===== config.mk =====
export PLATFORM = sky130hd
export DESIGN_NAME = multicycle_control_unit_flat
export DESIGN_NICKNAME = d
export VERILOG_FILES = /design/src/rtl/multicycle_control_unit_if.sv /design/src/rtl/multicycle_control_unit.sv /design/src/flat_wrapper.sv
export SDC_FILE = /design/constraint.sdc
export NUM_CORES = 1
export LEC_CHECK = 0
export CAP_MARGIN = 20
export CORE_UTILIZATION = 46
export DETAILED_ROUTE_END_ITERATION = 8
export HOLD_SLACK_MARGIN = 0.15
export PLACE_DENSITY = 0.78
export SLEW_MARGIN = 20
export SYNTH_ARGS = -nofsm -noshare
export SYNTH_HDL_FRONTEND = slang
export SYNTH_SLANG_ARGS = --single-unit

===== constraint.sdc =====
create_clock -name clk -period 3.2 [get_ports clk]
set_input_delay 0.96 -clock clk [delete_from_list [all_inputs] [get_ports clk]]
set_output_delay 0.96 -clock clk [all_outputs]
set_load 0.1 [all_outputs]

===== src/rtl/multicycle_control_unit_if.sv =====
// Control-unit <-> datapath bundle: instruction/status inputs and the
// per-state control lines, plus observability of state and retire count.
interface multicycle_control_unit_if #(
  parameter int OPCODE_W = 11,
  parameter int CNT_W    = 16
);
  logic [OPCODE_W-1:0] OpCode;
  logic                MemReady;
  logic                Zero;
  logic                PCWrite, PCSrc, IorD, IRWrite, MemRead, MemWrite;
  logic                MemtoReg, RegWrite, Reg2Loc, AluSrcA;
  logic [1:0]          AluSrcB;
  logic [1:0]          AluOp;
  logic                IllegalOp;
  logic [3:0]          State;
  logic [CNT_W-1:0]    InstrCount;

  // control unit side
  modport master (
    input  OpCode, MemReady, Zero,
    output PCWrite, PCSrc, IorD, IRWrite, MemRead, MemWrite,
           MemtoReg, RegWrite, Reg2Loc, AluSrcA, AluSrcB, AluOp,
           IllegalOp, State, InstrCount
  );

  // datapath / instruction register side
  modport slave (
    output OpCode, MemReady, Zero,
    input  PCWrite, PCSrc, IorD, IRWrite, MemRead, MemWrite,
           MemtoReg, RegWrite, Reg2Loc, AluSrcA, AluSrcB, AluOp,
           IllegalOp, State, InstrCount
  );
endinterface


===== src/rtl/multicycle_control_unit.sv =====
// Multicycle LEGv8 control unit: Moore FSM sequencing fetch/decode/execute/
// memory/writeback, with memory wait handshake, illegal-opcode trap and a
// retired-instruction counter.
module multicycle_control_unit #(
  parameter int OPCODE_W = 11,
  parameter int CNT_W    = 16
) (
  input  logic clk,
  input  logic rst_n,
  multicycle_control_unit_if.master bus
);
  typedef enum logic [3:0] {
    FETCH = 4'd0, DECODE = 4'd1, EXEC_R = 4'd2, EXEC_MEM = 4'd3,
    MEM_RD = 4'd4, MEM_WR = 4'd5, WB_R = 4'd6, WB_MEM = 4'd7,
    BRANCH = 4'd8, ILLEGAL = 4'd9
  } state_t;

  typedef struct packed {
    logic       pcWrite, pcSrc, iorD, irWrite, memRead, memWrite;
    logic       memtoReg, regWrite, reg2Loc, aluSrcA;
    logic [1:0] aluSrcB;
    logic [1:0] aluOp;
    logic       illegalOp;
  } ctrl_t;

  state_t      state, nextState;
  logic [10:0] opReg;
  logic [10:0] liveOp;
  ctrl_t       ctrl;
  logic        retire;

  assign liveOp = bus.OpCode[OPCODE_W-1 -: 11];

  function automatic logic isR(input logic [10:0] op);
    return op[10] && (op[7:4] == 4'b0101) && (op[2:0] == 3'b000);
  endfunction
  function automatic logic isLdur(input logic [10:0] op);
    return op == 11'b11111000010;
  endfunction
  function automatic logic isStur(input logic [10:0] op);
    return op == 11'b11111000000;
  endfunction
  function automatic logic isCbz(input logic [10:0] op);
    return op[10:3] == 8'b10110100;
  endfunction
  function automatic logic isB(input logic [10:0] op);
    return op[10:5] == 6'b000101;
  endfunction

  // state register; opcode is latched on the DECODE exit edge so later
  // states are immune to the instruction register changing underneath
  always_ff @(posedge clk or negedge rst_n) begin
    if (!rst_n) begin
      state <= FETCH;
      opReg <= '0;
    end else begin
      state <= nextState;
      if (state == DECODE) opReg <= liveOp;
    end
  end

  // next-state: only DECODE looks at the live opcode
  always_comb begin
    nextState = FETCH;
    case (state)
      FETCH:    nextState = bus.MemReady ? DECODE : FETCH;
      DECODE: begin
        if (isR(liveOp))                         nextState = EXEC_R;
        else if (isLdur(liveOp) || isStur(liveOp)) nextState = EXEC_MEM;
        else if (isCbz(liveOp) || isB(liveOp))     nextState = BRANCH;
        else                                     nextState = ILLEGAL;
      end
      EXEC_R:   nextState = WB_R;
      EXEC_MEM: nextState = isStur(opReg) ? MEM_WR : MEM_RD;
      MEM_RD:   nextState = bus.MemReady ? WB_MEM : MEM_RD;
      MEM_WR:   nextState = bus.MemReady ? FETCH : MEM_WR;
      default:  nextState = FETCH;  // WB_R, WB_MEM, BRANCH, ILLEGAL, 10..15
    endcase
  end

  // Moore outputs; everything forced low while reset is held
  always_comb begin
    ctrl = '0;
    case (state)
      FETCH: begin
        ctrl.memRead = 1'b1;
        ctrl.aluSrcB = 2'b01;
        ctrl.irWrite = bus.MemReady;
        ctrl.pcWrite = bus.MemReady;
      end
      DECODE: begin
        ctrl.aluSrcB = 2'b11;
        ctrl.reg2Loc = isStur(liveOp) || isCbz(liveOp);
      end
      EXEC_R: begin
        ctrl.aluSrcA = 1'b1;
        ctrl.aluOp   = 2'b10;
      end
      EXEC_MEM: begin
        ctrl.aluSrcA = 1'b1;
        ctrl.aluSrcB = 2'b10;
        ctrl.reg2Loc = isStur(opReg);
      end
      MEM_RD: begin
        ctrl.memRead = 1'b1;
        ctrl.iorD    = 1'b1;
      end
      MEM_WR: begin
        ctrl.memWrite = 1'b1;
        ctrl.iorD     = 1'b1;
        ctrl.reg2Loc  = 1'b1;
      end
      WB_R:   ctrl.regWrite = 1'b1;
      WB_MEM: begin
        ctrl.regWrite = 1'b1;
        ctrl.memtoReg = 1'b1;
      end
      BRANCH: begin
        ctrl.aluSrcA = 1'b1;
        ctrl.aluOp   = 2'b01;
        ctrl.reg2Loc = 1'b1;
        ctrl.pcSrc   = 1'b1;
        ctrl.pcWrite = isB(opReg) || bus.Zero;
      end
      ILLEGAL: ctrl.illegalOp = 1'b1;
      default: ctrl = '0;
    endcase
    if (!rst_n) ctrl = '0;
  end

  // an instruction retires on the edge leaving its last state
  assign retire = (state == WB_R) || (state == WB_MEM) || (state == BRANCH) ||
                  ((state == MEM_WR) && bus.MemReady);

  // retired-instruction counter, wraps naturally
  always_ff @(posedge clk or negedge rst_n) begin
    if (!rst_n)      bus.InstrCount <= '0;
    else if (retire) bus.InstrCount <= bus.InstrCount + 1'b1;
  end

  assign bus.PCWrite   = ctrl.pcWrite;
  assign bus.PCSrc     = ctrl.pcSrc;
  assign bus.IorD      = ctrl.iorD;
  assign bus.IRWrite   = ctrl.irWrite;
  assign bus.MemRead   = ctrl.memRead;
  assign bus.MemWrite  = ctrl.memWrite;
  assign bus.MemtoReg  = ctrl.memtoReg;
  assign bus.RegWrite  = ctrl.regWrite;
  assign bus.Reg2Loc   = ctrl.reg2Loc;
  assign bus.AluSrcA   = ctrl.aluSrcA;
  assign bus.AluSrcB   = ctrl.aluSrcB;
  assign bus.AluOp     = ctrl.aluOp;
  assign bus.IllegalOp = ctrl.illegalOp;
  assign bus.State     = state;
endmodule


===== src/flat_wrapper.sv =====
// flat-port wrapper written by rule: the top's interface ports become plain ports
module multicycle_control_unit_flat 
#(
  parameter int OPCODE_W = 11,
  parameter int CNT_W    = 16
)
  (clk, rst_n, bus_OpCode, bus_MemReady, bus_Zero, bus_PCWrite, bus_PCSrc, bus_IorD, bus_IRWrite, bus_MemRead, bus_MemWrite, bus_MemtoReg, bus_RegWrite, bus_Reg2Loc, bus_AluSrcA, bus_AluSrcB, bus_AluOp, bus_IllegalOp, bus_State, bus_InstrCount);
  multicycle_control_unit_if #(.OPCODE_W(OPCODE_W), .CNT_W(CNT_W)) bus_i ();
  input  logic clk;
  input  logic rst_n;
  input wire logic [$bits(bus_i.OpCode)-1:0] bus_OpCode;
  input wire logic [$bits(bus_i.MemReady)-1:0] bus_MemReady;
  input wire logic [$bits(bus_i.Zero)-1:0] bus_Zero;
  output wire logic [$bits(bus_i.PCWrite)-1:0] bus_PCWrite;
  output wire logic [$bits(bus_i.PCSrc)-1:0] bus_PCSrc;
  output wire logic [$bits(bus_i.IorD)-1:0] bus_IorD;
  output wire logic [$bits(bus_i.IRWrite)-1:0] bus_IRWrite;
  output wire logic [$bits(bus_i.MemRead)-1:0] bus_MemRead;
  output wire logic [$bits(bus_i.MemWrite)-1:0] bus_MemWrite;
  output wire logic [$bits(bus_i.MemtoReg)-1:0] bus_MemtoReg;
  output wire logic [$bits(bus_i.RegWrite)-1:0] bus_RegWrite;
  output wire logic [$bits(bus_i.Reg2Loc)-1:0] bus_Reg2Loc;
  output wire logic [$bits(bus_i.AluSrcA)-1:0] bus_AluSrcA;
  output wire logic [$bits(bus_i.AluSrcB)-1:0] bus_AluSrcB;
  output wire logic [$bits(bus_i.AluOp)-1:0] bus_AluOp;
  output wire logic [$bits(bus_i.IllegalOp)-1:0] bus_IllegalOp;
  output wire logic [$bits(bus_i.State)-1:0] bus_State;
  output wire logic [$bits(bus_i.InstrCount)-1:0] bus_InstrCount;
  assign bus_i.OpCode = bus_OpCode;
  assign bus_i.MemReady = bus_MemReady;
  assign bus_i.Zero = bus_Zero;
  assign bus_PCWrite = bus_i.PCWrite;
  assign bus_PCSrc = bus_i.PCSrc;
  assign bus_IorD = bus_i.IorD;
  assign bus_IRWrite = bus_i.IRWrite;
  assign bus_MemRead = bus_i.MemRead;
  assign bus_MemWrite = bus_i.MemWrite;
  assign bus_MemtoReg = bus_i.MemtoReg;
  assign bus_RegWrite = bus_i.RegWrite;
  assign bus_Reg2Loc = bus_i.Reg2Loc;
  assign bus_AluSrcA = bus_i.AluSrcA;
  assign bus_AluSrcB = bus_i.AluSrcB;
  assign bus_AluOp = bus_i.AluOp;
  assign bus_IllegalOp = bus_i.IllegalOp;
  assign bus_State = bus_i.State;
  assign bus_InstrCount = bus_i.InstrCount;
  multicycle_control_unit #(.OPCODE_W(OPCODE_W), .CNT_W(CNT_W)) u_core (.clk(clk), .rst_n(rst_n), .bus(bus_i));
endmodule

Word level (Yosys, flattened, before mapping)

Cells that the tools add are included.

Equality and inequality tests: 16
Add/subtract/negate cells: 1
Reductions and logical operators: 17
Multiplexer cells: 22

Operators with widths:

| cell                                                                   | count |
|---|---|
| 11-bit equality test (second input constant)                           | 3 |
| 4-bit case mux with 6 select lines                                     | 1 |
| 4-bit by 3-bit equality test with 1-bit output (second input constant) | 5 |
| 16-bit by 1-bit adder with 16-bit output (second input constant)       | 1 |
| 15-bit two-way mux                                                     | 1 |
| 6-bit by 3-bit equality test with 1-bit output (second input constant) | 2 |
| 1-bit two-way mux                                                      | 12 |
| 4-bit by 2-bit equality test with 1-bit output (second input constant) | 2 |
| 4-bit equality test (second input constant)                            | 2 |
| 8-bit equality test (second input constant)                            | 1 |
| 4-bit two-way mux                                                      | 2 |
| 2-bit OR reduction                                                     | 4 |
| 1-bit logical OR                                                       | 7 |
| 2-bit case mux with 3 select lines                                     | 1 |
| 4-bit by 1-bit equality test with 1-bit output (second input constant) | 1 |
| 4-bit logical NOT                                                      | 1 |
| 2-bit case mux with 2 select lines                                     | 1 |
| 1-bit logical AND                                                      | 3 |
| 3-bit logical NOT                                                      | 1 |
| 3-bit two-way mux                                                      | 1 |
| 1-bit case mux with 3 select lines                                     | 1 |
| 3-bit OR reduction                                                     | 1 |
| 2-bit two-way mux                                                      | 1 |
| 1-bit case mux with 2 select lines                                     | 1 |

Output and inout port bits: 35
Register bits: 31
Logic and storage cells: 59
Input bits: 15

Logic depth before layout (Yosys ltp)

Word-level depth: 6
Gate-level depth with buffers: 7
Mapped depth without buffers: 6

Least setup slack after synthesis

Ideal clock, no wire load.

Path type: reg-to-output
Start: reg u_core.state[1] (netlist: u_core.bus.State[1])
End: out bus_AluOp[1]
Arrival: 4.237 ns
Buffers on the path: 1
Setup slack: -1.997 ns
Cell stages (with the launch flop): 4
Required time: 2.240 ns
Cells stage by stage: dfrtp_1 > clkbuf_1 > nand2_1 > nor4_1

Cells in the longest elaborated chain, start to end: 3
Elaborated cells between the ends (all ways): 4
Classes of those cells: eq/ne (2); mux (2)

Ends and longest elaborated chain:

| what                                                                                  | RTL line                       | RTL |
|---|---|---|
| from (decl)                                                                           | multicycle_control_unit.sv:26  | `state_t state, nextState;` |
| from (signal assigned)                                                                | multicycle_control_unit.sv:57  | `state <= nextState;` |
| 4-bit equality test or 4-bit by 2-bit equality test with 1-bit output (tied branches) | multicycle_control_unit.sv:84  | `case (state)` |
| 2-bit case mux with 2 select lines *                                                  | multicycle_control_unit.sv:84  |  |
| 15-bit two-way mux *                                                                  | multicycle_control_unit.sv:128 | `if (!rst_n) ctrl = '0;` |
| to (decl)                                                                             | flat_wrapper.sv:25             | `output wire logic [$bits(bus_i.AluOp)-1:0] bus_AluOp;` |

Every way passes the cells marked *; elsewhere a longest branch is shown, timed or not.

Final worst setup path

Start: in bus_OpCode[2]
End: out bus_Reg2Loc

Cells in the longest elaborated chain, start to end: 4

Ends and longest elaborated chain:

| what                               | RTL line                       | RTL |
|---|---|---|
| from (decl)                        | flat_wrapper.sv:11             | `input wire logic [$bits(bus_i.OpCode)-1:0] bus_OpCode;` |
| 11-bit equality test               | multicycle_control_unit.sv:41  | `return op == 11'b11111000000;` |
| 1-bit logical OR                   | multicycle_control_unit.sv:93  | `ctrl.reg2Loc = isStur(liveOp) \|\| isCbz(liveOp);` |
| 1-bit case mux with 3 select lines | multicycle_control_unit.sv:84  |  |
| 15-bit two-way mux                 | multicycle_control_unit.sv:128 |  |
| to (decl)                          | flat_wrapper.sv:22             | `output wire logic [$bits(bus_i.Reg2Loc)-1:0] bus_Reg2Loc;` |

Every way passes these cells.

==> flow_summary.json <==
{
  "critPathCaptureType": "output port",
  "synth.area.top_cells": "dfrtp_1 45%, mux2_2 8.4%, xor2_1 6.6%, nor2_1 3.5%, nand2_1 2.2%",
  "setup_ws_ns": -0.05222,
  "largest_buffer_count_on_any_clock_path": 2,
  "dieArea_mm2": 0.004022,
  "final_net_count": 242,
  "detailedPlacementHpwl_mm": 3.222,
  "holdPathEnd": "u_core.bus.InstrCount[15]",
  "tritoncts.num_buffers": 5,
  "yosysWarningCount": 0,
  "timing.reg2reg.worst_path_depth": 4,
  "period_minus_ws_final_ns": 3.252,
  "violations_in_the_final_reports": "setup timing",
  "leakagePower_uw": 0.001069,
  "chipHeight_um": 63.42,
  "share_clk_of_total_power": 0.104,
  "synth_area_leader_cell": "dfrtp_1",
  "route.vias.total": 1538,
  "timing.hold.worst_path_depth": 1,
  "signed_area_change_from_the_synthesized_netlist_to_the_final_layout_pct": 52.63,
  "critical_path_peak_fanout": 2,
  "reg_to_reg_setup_timing_slack_ns": 1.27,
  "criticalPathCategory": "in2out",
  "avgSynthCellArea_um2": 10.91,
  "worst_tran_pin_value_ns": 0.4138,
  "flip_flop_and_latch_count_after_synthesis": 31,
  "period_share": 1.016,
  "hold_path_startpoint": "u_core.bus.InstrCount[15]",
  "synthesis.instances": 159,
  "power_switching_share": 0.5528,
  "critPathBufInv": 2,
  "synth-main-ff-cell": "dfrtp_1",
  "post-synth-top-count-cell": "dfrtp_1",
  "whs_ns": 0.4966,
  "final-max-slew-violation-count": 0,
  "synth.cells.most_frequent": "31 x dfrtp_1, 16 x nor2_1, 13 x mux2_2, 13 x xor2_1, 10 x nand2_1",
  "fp-row-count": 21,
  "net-switching-power_uw": 1523,
  "tritoncts": "yes",
  "hold_class": "reg2reg",
  "reg2reg_from": "u_core.bus.State[2]",
  "synth.top_cell.area_share": 0.4470,
  "status": "finished with violations",
  "core-area_mm2": 0.003468,
  "finalHoldViolCount": 0,
  "avgViaCountPerCell": 5.634,
  "track_usage": 0.2385,
  "p_comb_frac": 0.615,
  "die_width_um": 63.42,
  "cellInternalPower_uw": 1232,
  "critical_path.cell_chain": "buf_6 > or4b_4 > o31ai_4 > nand4_1 > o211ai_1 > buf_12",
  "finalCoreUtilization": 0.7637,
  "cap_viol_max_count": 0,
  "layout-drive-gt1-share": 0.4714,
  "final_antenna_net_count": 0,
  "insertedDiodeCount": 0,
  "rsz0062_at_grt": "true",
  "grt_antenna_before_repair": 0,
  "cts.root.buffer_cell": "clkbuf_8",
  "path_depth": 6,
  "syn_nets": 175,
  "globalRouteOverflowTotal": 0,
  "ctsHoldBuffers": 0,
  "fmaxAchievable_ghz": 0.3075,
  "critical_path_cell_with_the_highest_stage_delay": "or4b_4",
  "worstSetupStartpointType": "input port",
  "setup_viol_count_final": 1,
  "post_synth_num_cell_types": 44,
  "synth_sequential_area_ratio": 0.4470,
  "gp_congestion": 0.8568,
  "synthArstFlopShare": 1.000,
  "insertion_delay_ns": 0.28,
  "cts.clk_slew.worst_paths_ns": 0.06,
  "mean_routed_wirelength_per_cell_um": 15.99,
  "timing.critical_path.slowest_cell_delay_ns": 0.56,
  "remaining_drc_errors": 0,
  "finClkSkew_ns": 0.01030,
  "capture_instance_of_the_worst_register_to_register_path": "u_core.bus.InstrCount[6]",
  "initialDrtViolationCount": 43,
  "combined_area_of_all_synthesized_cells_mm2": 0.001735,
  "max_slew_headroom_at_the_worst_pin": 0.7204,
  "vias_in_the_first_global_route": 1466,
  "worst_ir_drop_vdd_mv": 0.7134,
  "grt_start_max_net_pins": 23,
  "effective_utilization_at_floorplan": 0.5004,
  "place.port_buffers": 49,
  "p_per_area_mw_per_mm2": 1040,
  "critPathLaunch": "bus_OpCode[2]",
  "timing.critical_path.max_delay_family": "simple AND/OR/NAND/NOR gates",
  "dr.pass1.iters": 4,
  "share_seq_of_total_power": 0.281,
  "timing.critical_path.required_ns": 2.24,
  "io-pin-count": 50,
  "synth_enable_flop_cells": 0,
  "clock_sink_count": 31,
  "drt_wl_total_mm": 4.365,
  "worst_ep_arrival_time_ns": 2.29,
  "h-tree-depth": 2,
  "grt_first_pass_wirelength_mm": 7.334
}
[flip-flops by register name, indices dropped and copies added, names as in the netlist]
signal                 cells
u_core.bus.InstrCount     16
u_core.bus.State           4
u_core.opReg              11
[cells by family (layout without fill, tap and decap cells)]
group | Yosys count | in the layout | share of synthesized area
multiplexers | 15 | 15 | 0.09589
XOR/XNOR | 15 | 15 | 0.07571
buffers and inverters | 8 | 76 | 0.02883
AND/OR/NAND/NOR | 77 | 77 | 0.2870
adder cells (fa/ha/maj) | 1 | 1 | 0.007209
flip-flops | 31 | 31 | 0.4470
AO/OA/AOI/OAI | 12 | 12 | 0.05840
[worst max path at each step]
stage | end | slack [ns]
CTS | bus_Reg2Loc | -0.05
finish | bus_Reg2Loc | -0.05
global placement | bus_Reg2Loc | -0.45
global route | bus_Reg2Loc | -0.12
detailed placement | bus_Reg2Loc | -0.55
floorplan | bus_Reg2Loc | -0.56
[what timing repair did]
action,CTS,global route
setup buffers,1,0
pin swaps,7,0
setup endpoints to repair,11,1
resized for setup,31,1
[power groups by stage]
stage	registers, uW	clock network [uW]	logic [uW]
final	775	285	1700
after global routing	798	312	1770
after CTS	768	293	1700
after detailed placement	769	0	1690
after global placement	758	0	1670
after floorplan	1250	0	783
[routing by layer]
layer  vias to the layer above  routed length [um]  GRT usage
met5                         -                   0          0
met4                         0                  53    0.07102
met3                         5                 294    0.05072
met2                        67                2240     0.3870
met1                       742                1778     0.3178
li1                        724                   -          -
[area by class of cell]
type | instances | area [um2]
timing repair buffer | 67 | 709.4
sequential | 31 | 783.3
clock buffer | 8 | 80.08
fill | 246 | 819.5
tap | 46 | 57.56
inverter | 1 | 7.507
multi-input combinational | 120 | 1011
[cell usage in the layout (no fill, tap or decap), types with 3 or more instances in the layout]
cell	netlist	routed
buf_4	1	37
dfrtp_1	31	27
buf_12	0	15
mux2_2	13	13
xor2_1	13	13
nor2_1	16	10
nand2_1	10	9
nand3_1	6	6
nand4_1	5	5
clkbuf_8	0	5
dlygate4sd2_1	0	5
nor4_1	5	4
nor2_2	0	4
clkdlybuf4s50_1	0	4
nor2b_1	3	3
nand2b_1	3	3
nor3_1	5	3
clkbuf_1	2	3
buf_2	1	3
dfrtp_2	0	3
[per-stage QoR]
stage / area [um2] / std cells / setup WS (ns) / power (uW) / setup TNS, ns
4_1_cts: 2643 / 273 / -0.04944 / 2761 / -0.04944
2_1_floorplan: 1826 / 159 / -0.5570 / 2033 / -0.7617
3_5_place_dp: 2545 / 264 / -0.5495 / 2460 / -1.294
5_1_grt: 2649 / 273 / -0.1232 / 2879 / -0.1232
6_report: 2649 / 273 / -0.05222 / 2756 / -0.05222
3_3_place_gp: 2545 / 264 / -0.4499 / 2425 / -0.8388
[worst reg2reg max path, delay by kind of cell, from the launching register on]
kind | cells | cell delay [ns]
simple gates | 2 | 0.66
flops | 1 | 0.57
compound gates | 1 | 0.43
xor+xnor | 1 | 0.18
No activity file was read; power rests on OpenSTA's default activity.
